## config.mk

```make
export PLATFORM = sky130hd
export DESIGN_NAME = seq_detect_mealy
export DESIGN_NICKNAME = d
export VERILOG_FILES = /design/src/rtl/seq_detect_mealy.sv
export SDC_FILE = /design/constraint.sdc
export NUM_CORES = 1
export LEC_CHECK = 0
export CAP_MARGIN = 15
export CELL_PAD_IN_SITES_DETAIL_PLACEMENT = 0
export CELL_PAD_IN_SITES_GLOBAL_PLACEMENT = 2
export CORE_AREA = 2 2 39 41
export DETAILED_ROUTE_END_ITERATION = 16
export DIE_AREA = 0 0 41 43
export GPL_TIMING_DRIVEN = 0
export PLACE_DENSITY = 0.5
export SLEW_MARGIN = 20
export SYNTH_ARGS = -nofsm -noshare
export SYNTH_HDL_FRONTEND = slang
export SYNTH_SLANG_ARGS = --single-unit
```

## constraint.sdc

```tcl
create_clock -name clk -period 1.1 [get_ports clk]
set_input_delay 0.33 -clock clk [delete_from_list [all_inputs] [get_ports clk]]
set_output_delay 0.33 -clock clk [all_outputs]
set_load 0.02 [all_outputs]
```

## src/rtl/seq_detect_mealy.sv

```systemverilog
// Parametrised Mealy serial-pattern detector with overlap/non-overlap mode, qualifier and clear.
// Optional saturating match counter is compiled in with `define SEQDET_COUNT_EN.
module seq_detect_mealy #(
    parameter int               PAT_W   = 3,
    parameter logic [PAT_W-1:0] PATTERN = 3'b101,
    parameter int               CNT_W   = 8
) (
    input  logic                       clk,
    input  logic                       rst_n,
    input  logic                       x,
    input  logic                       in_valid,
    input  logic                       overlap,
    input  logic                       clear,
    output logic                       y,
    output logic [$clog2(PAT_W)-1:0]   progress
`ifdef SEQDET_COUNT_EN
    ,
    output logic [CNT_W-1:0]           match_cnt,
    output logic                       cnt_sat
`endif
);

    localparam int SW = $clog2(PAT_W);
    localparam logic [SW-1:0] LAST = SW'(PAT_W - 1);

    if (PAT_W < 2 || PAT_W > 32) begin : g_bad_width
        $error("seq_detect_mealy: PAT_W=%0d outside legal range 2..32", PAT_W);
    end

    // Longest prefix of PATTERN (shorter than PAT_W) that is a suffix of
    // (first p pattern bits followed by b). Evaluated only on constants.
    function automatic logic [SW-1:0] next_p(input int p, input logic b);
        int   best;
        int   si;
        logic ok;
        logic sb;
        best = 0;
        for (int k = 1; k < PAT_W; k++) begin
            if (k <= p + 1) begin
                ok = 1'b1;
                for (int j = 0; j < PAT_W; j++) begin
                    if (j < k) begin
                        si = p + 1 - k + j;
                        sb = (si == p) ? b : PATTERN[PAT_W-1-si];
                        if (sb != PATTERN[PAT_W-1-j]) ok = 1'b0;
                    end
                end
                if (ok) best = k;
            end
        end
        return best[SW-1:0];
    endfunction

    logic [SW-1:0] nxt_tbl [PAT_W][2];

    for (genvar p = 0; p < PAT_W; p++) begin : g_row
        for (genvar b = 0; b < 2; b++) begin : g_col
            assign nxt_tbl[p][b] = next_p(p, 1'(b));
        end
    end

    logic          accept;
    logic          match;
    logic [SW-1:0] prog_nxt;

    assign accept = in_valid & ~clear;
    assign match  = accept && (progress == LAST) && (x == PATTERN[0]);
    assign y      = match & rst_n;

    always_comb begin
        prog_nxt = progress;
        if (clear)
            prog_nxt = '0;
        else if (accept)
            // At a match the table entry for (LAST, PATTERN[0]) is the pattern's own border.
            prog_nxt = (match && !overlap) ? '0 : nxt_tbl[progress][x];
    end

    always_ff @(posedge clk or negedge rst_n) begin
        if (!rst_n) progress <= '0;
        else        progress <= prog_nxt;
    end

`ifdef SEQDET_COUNT_EN
    assign cnt_sat = &match_cnt;

    always_ff @(posedge clk or negedge rst_n) begin
        if (!rst_n)
            match_cnt <= '0;
        else if (clear)
            match_cnt <= '0;
        else if (y && !cnt_sat)
            match_cnt <= match_cnt + 1'b1;
    end
`else
    logic unused_cnt_w;
    assign unused_cnt_w = ^CNT_W;
`endif

endmodule

```

Word level (Yosys, flattened, before mapping)
Index checks and enable logic that the tools add are counted.

Register bits: 2. Output and inout bits: 3. Logic and storage cells: 23.

Magnitude comparators: 2. Eq/ne operators: 1. Mux-type cells: 9. Bitwise gates (word level): 5. Reductions and logical operators: 5.

Operators with widths (count): $mux W2 (6); $bmux W4 S2 (1); $mux W4 (2); $ge A3 B3 Y1 const B (1); $logic_and A1 B1 Y1 (3); $not A2 Y3 (1); $and A1 B1 Y1 (2); $eq A2 B2 Y1 const B (1); $ge A2 B2 Y1 const B (1); $not A1 Y2 (1); $reduce_bool A2 Y1 (1); $logic_not A1 Y1 (1); $not A1 Y1 (1).

Depth between registers and ports, before layout
Gate-level depths: netlist of run 1.

Depth after elaboration: 10. Depth in mapped cells: 3. Depth with buffers taken out: 3.

Worst setup path after synthesis of run 1
No wires, ideal clock.

Kind: flip-flop to output port. Start point: reg progress[0]. End point: out y. Data arrival time: 1.165 ns. Setup slack: -0.395 ns. Cell stages (with the launch flop): 4. Path through: dfrtp_1 inv_1 nand4_1 nor3b_1.

Word-level cells in the longest chain between the ends: 4.

Ends and longest elaborated chain: start: declaration (line 15) `output logic [$clog2(PAT_W)-1:0] progress`; start signal: assignment (line 81) `else progress <= prog_nxt;`; $eq A2 B2 Y1 (line 67) `assign match = accept && (progress == LAST) && (x == PATTERN[0]);`; $logic_and A1 B1 Y1 (2 in series) (line 67); $and A1 B1 Y1 (line 68) `assign y = match & rst_n;`; end: declaration (line 14) `output logic y,`.

No other way between the ends.

Worst setup path after layout of run 1
Ends and elaborated chain as after synthesis.

==> out/results.tsv, run 1 <==
metric	value	unit
p_per_area	1170	nW/um^2
crit_arrival	1.13	ns
wl_per_cell	8.62	um
io_pins	9	
leakagePower	0.124	nW
antenna_found_initial	0	
hold_violations	0	
pre_cts_slack	-1.05	ns
dr.first_iter.drc_count	1	
fin_ws	-0.360	ns
synth_area	116	um^2
placed_cells	36	
drv_slew	0	
cts_tree	yes	
largest_register_ffs	2	
nNetsFinal	33	
layout-drive-gt1-share	42.3	%
clkTransAtPathRegs	0.03	ns
synth_cell_type_count	10	
critPathLaunchType	register	
regMostFlops	progress	
critPathRequiredTime	0.77	ns
num_rows	14	
vdd_drop_max	0.306	mV
grt_max_degree	6	
critical_path_peak_fanout	2	
overflow	0	
syn_inst	12	
seq_area_frac_synth	43.0	%
hp-class	in -> async	
gp_congestion	0.561	
clkSinkCount	2	
drtAntennaViolNets	0	
portBuffers	8	
area_growth	126	%
via_per_inst	3.29	
violations	negative setup slack	
clock_latency	0.23	ns
track_usage	4.72	%
h-tree-depth	1	
grt_first_pass_wirelength	476	um
avgSynthCellArea	9.70	um^2
synth_fp_nets	18	
start_util	8.41	%
synth-seq-cells	2	
cts_buffers	3	
root_buffer	clkbuf_4	
antenna_cells	0	
yosysWarnings	0	
reg_top3	progress x2	
fill_cells	157	
hold_buffers	0	
maxCapViolations	0	
cts_max_path_buffers	2	
skew	0.00491	ns
status	finished with violations	
grt_setup_unrepaired	true	
layout_common_cells	4 x dlygate4sd2_1, 3 x clkbuf_4, 2 x buf_6, 2 x buf_4	
die_w	41	um
setup_viol	3	
slew_headroom	83.2	%
period_share	133	%
min_period	1.46	ns
worstMarginPinSlew	0.251	ns
first_pass_iters	2	
wl	362	um
tns	-0.505	ns
final_common_cell	dlygate4sd2_1	
design.die.area	1760	um^2
vias	138	
fp.coreArea	1380	um^2
critPathKind	reg -> out	
drc	0	
fin_cells	42	
grt_pass1_vias	128	
chipHeight	43	um
max_freq	685	MHz
endpoint_kind	primary output	
-- where the power goes --
| group | leakage, nW | internal, mW | switching (mW) |
|---|---|---|---|
| logic | 0.0833 | 0.0253 | 0.0200 |
| clock network | 0.0150 | 0.135 | 0.0485 |
| registers | 0.0257 | 0.0773 | 0.00224 |
| total | 0.124 | 0.238 | 0.0707 |
-- routing by layer --
metal  vias up  GRT usage (%)  wire (um)
met3         0           1.57         58
met5         -              0          0
li1         72              -          -
met1        57           5.47        176
met2         9           4.69        128
met4         0           8.00          0
-- logic make-up (layout without fill, tap and decap cells) --
group	Yosys count	count (layout)	share of synthesized area, %
buffers and inverters	2	16	6.45
AND/OR/NAND/NOR	5	5	32.3
flip-flops	2	2	43.0
AO/OA/AOI/OAI	3	3	18.3
-- final timing paths --
kind                                           end               startpoint  cells after the start  slack, ns
setup reg to reg           progress[1]$_DFFE_PN0P_  progress[0]$_DFFE_PN0P_                      4       0.09
hold / removal             progress[0]$_DFFE_PN0P_                    rst_n                      1       0.01
hold reg to reg            progress[1]$_DFFE_PN0P_  progress[1]$_DFFE_PN0P_                      2       0.59
min in group clk           progress[0]$_DFFE_PN0P_                 in_valid                      2       0.52
max in group asynchronous  progress[0]$_DFFE_PN0P_                    rst_n                      1       0.94
setup / recovery                                 y  progress[0]$_DFFE_PN0P_                      4      -0.36
-- per-stage QoR --
stage / total power [mW] / instance area, um^2 / hold WS (ns) / util [%]
floorplan: 0.0936 / 129 / 0.0344 / -
global placement: 0.126 / 229 / 0.519 / 16.5
detailed placement: 0.125 / 229 / 0.521 / 16.5
CTS: 0.322 / 263 / 0.00574 / 19.0
global route: 0.326 / 263 / 0.0192 / 19.0
finish: 0.308 / 263 / 0.0143 / 19.0
-- synthesized netlist by cell type --
library cell	instances	area, um^2
a21boi_0	1	7.51
inv_1	2	7.51
nand4_1	1	6.26
nor2_1	1	3.75
nand3b_1	1	7.51
o32ai_1	1	8.76
and4bb_1	1	12.5
a21oi_1	1	5.00
dfrtp_1	2	50.1
nor3b_1	1	7.51
-- critical path, cell delays in order (launching register included) --
cell and delay (ns):
dfrtp_2 0.40, inv_2 0.05, nand4_1 0.11, nor3b_4 0.20
buf_6 0.14
-- area by class of cell --
cell class,count,area [um^2],share of cell area (%)
tap,16,20.0,7.62
inverter,2,7.51,2.86
multi-input combinational,8,70.1,26.7
clock buffer,4,26.3,10.0
timing repair buffer,10,87.6,33.3
sequential,2,51.3,19.5
-- repair_timing --
action                     4_1_cts  5_1_grt
resized for setup               20        0
setup endpoints to repair        4        3
pin swaps                        2        1
setup buffers                    2        0
Note: power is estimated with default switching activity, not from simulation.
==> run 2: changes to the inputs <==
RECOVER_POWER = 50   (was unset)
==> results of run 2 <==
Final layout, timing and power as in run 1 (identical DEF).
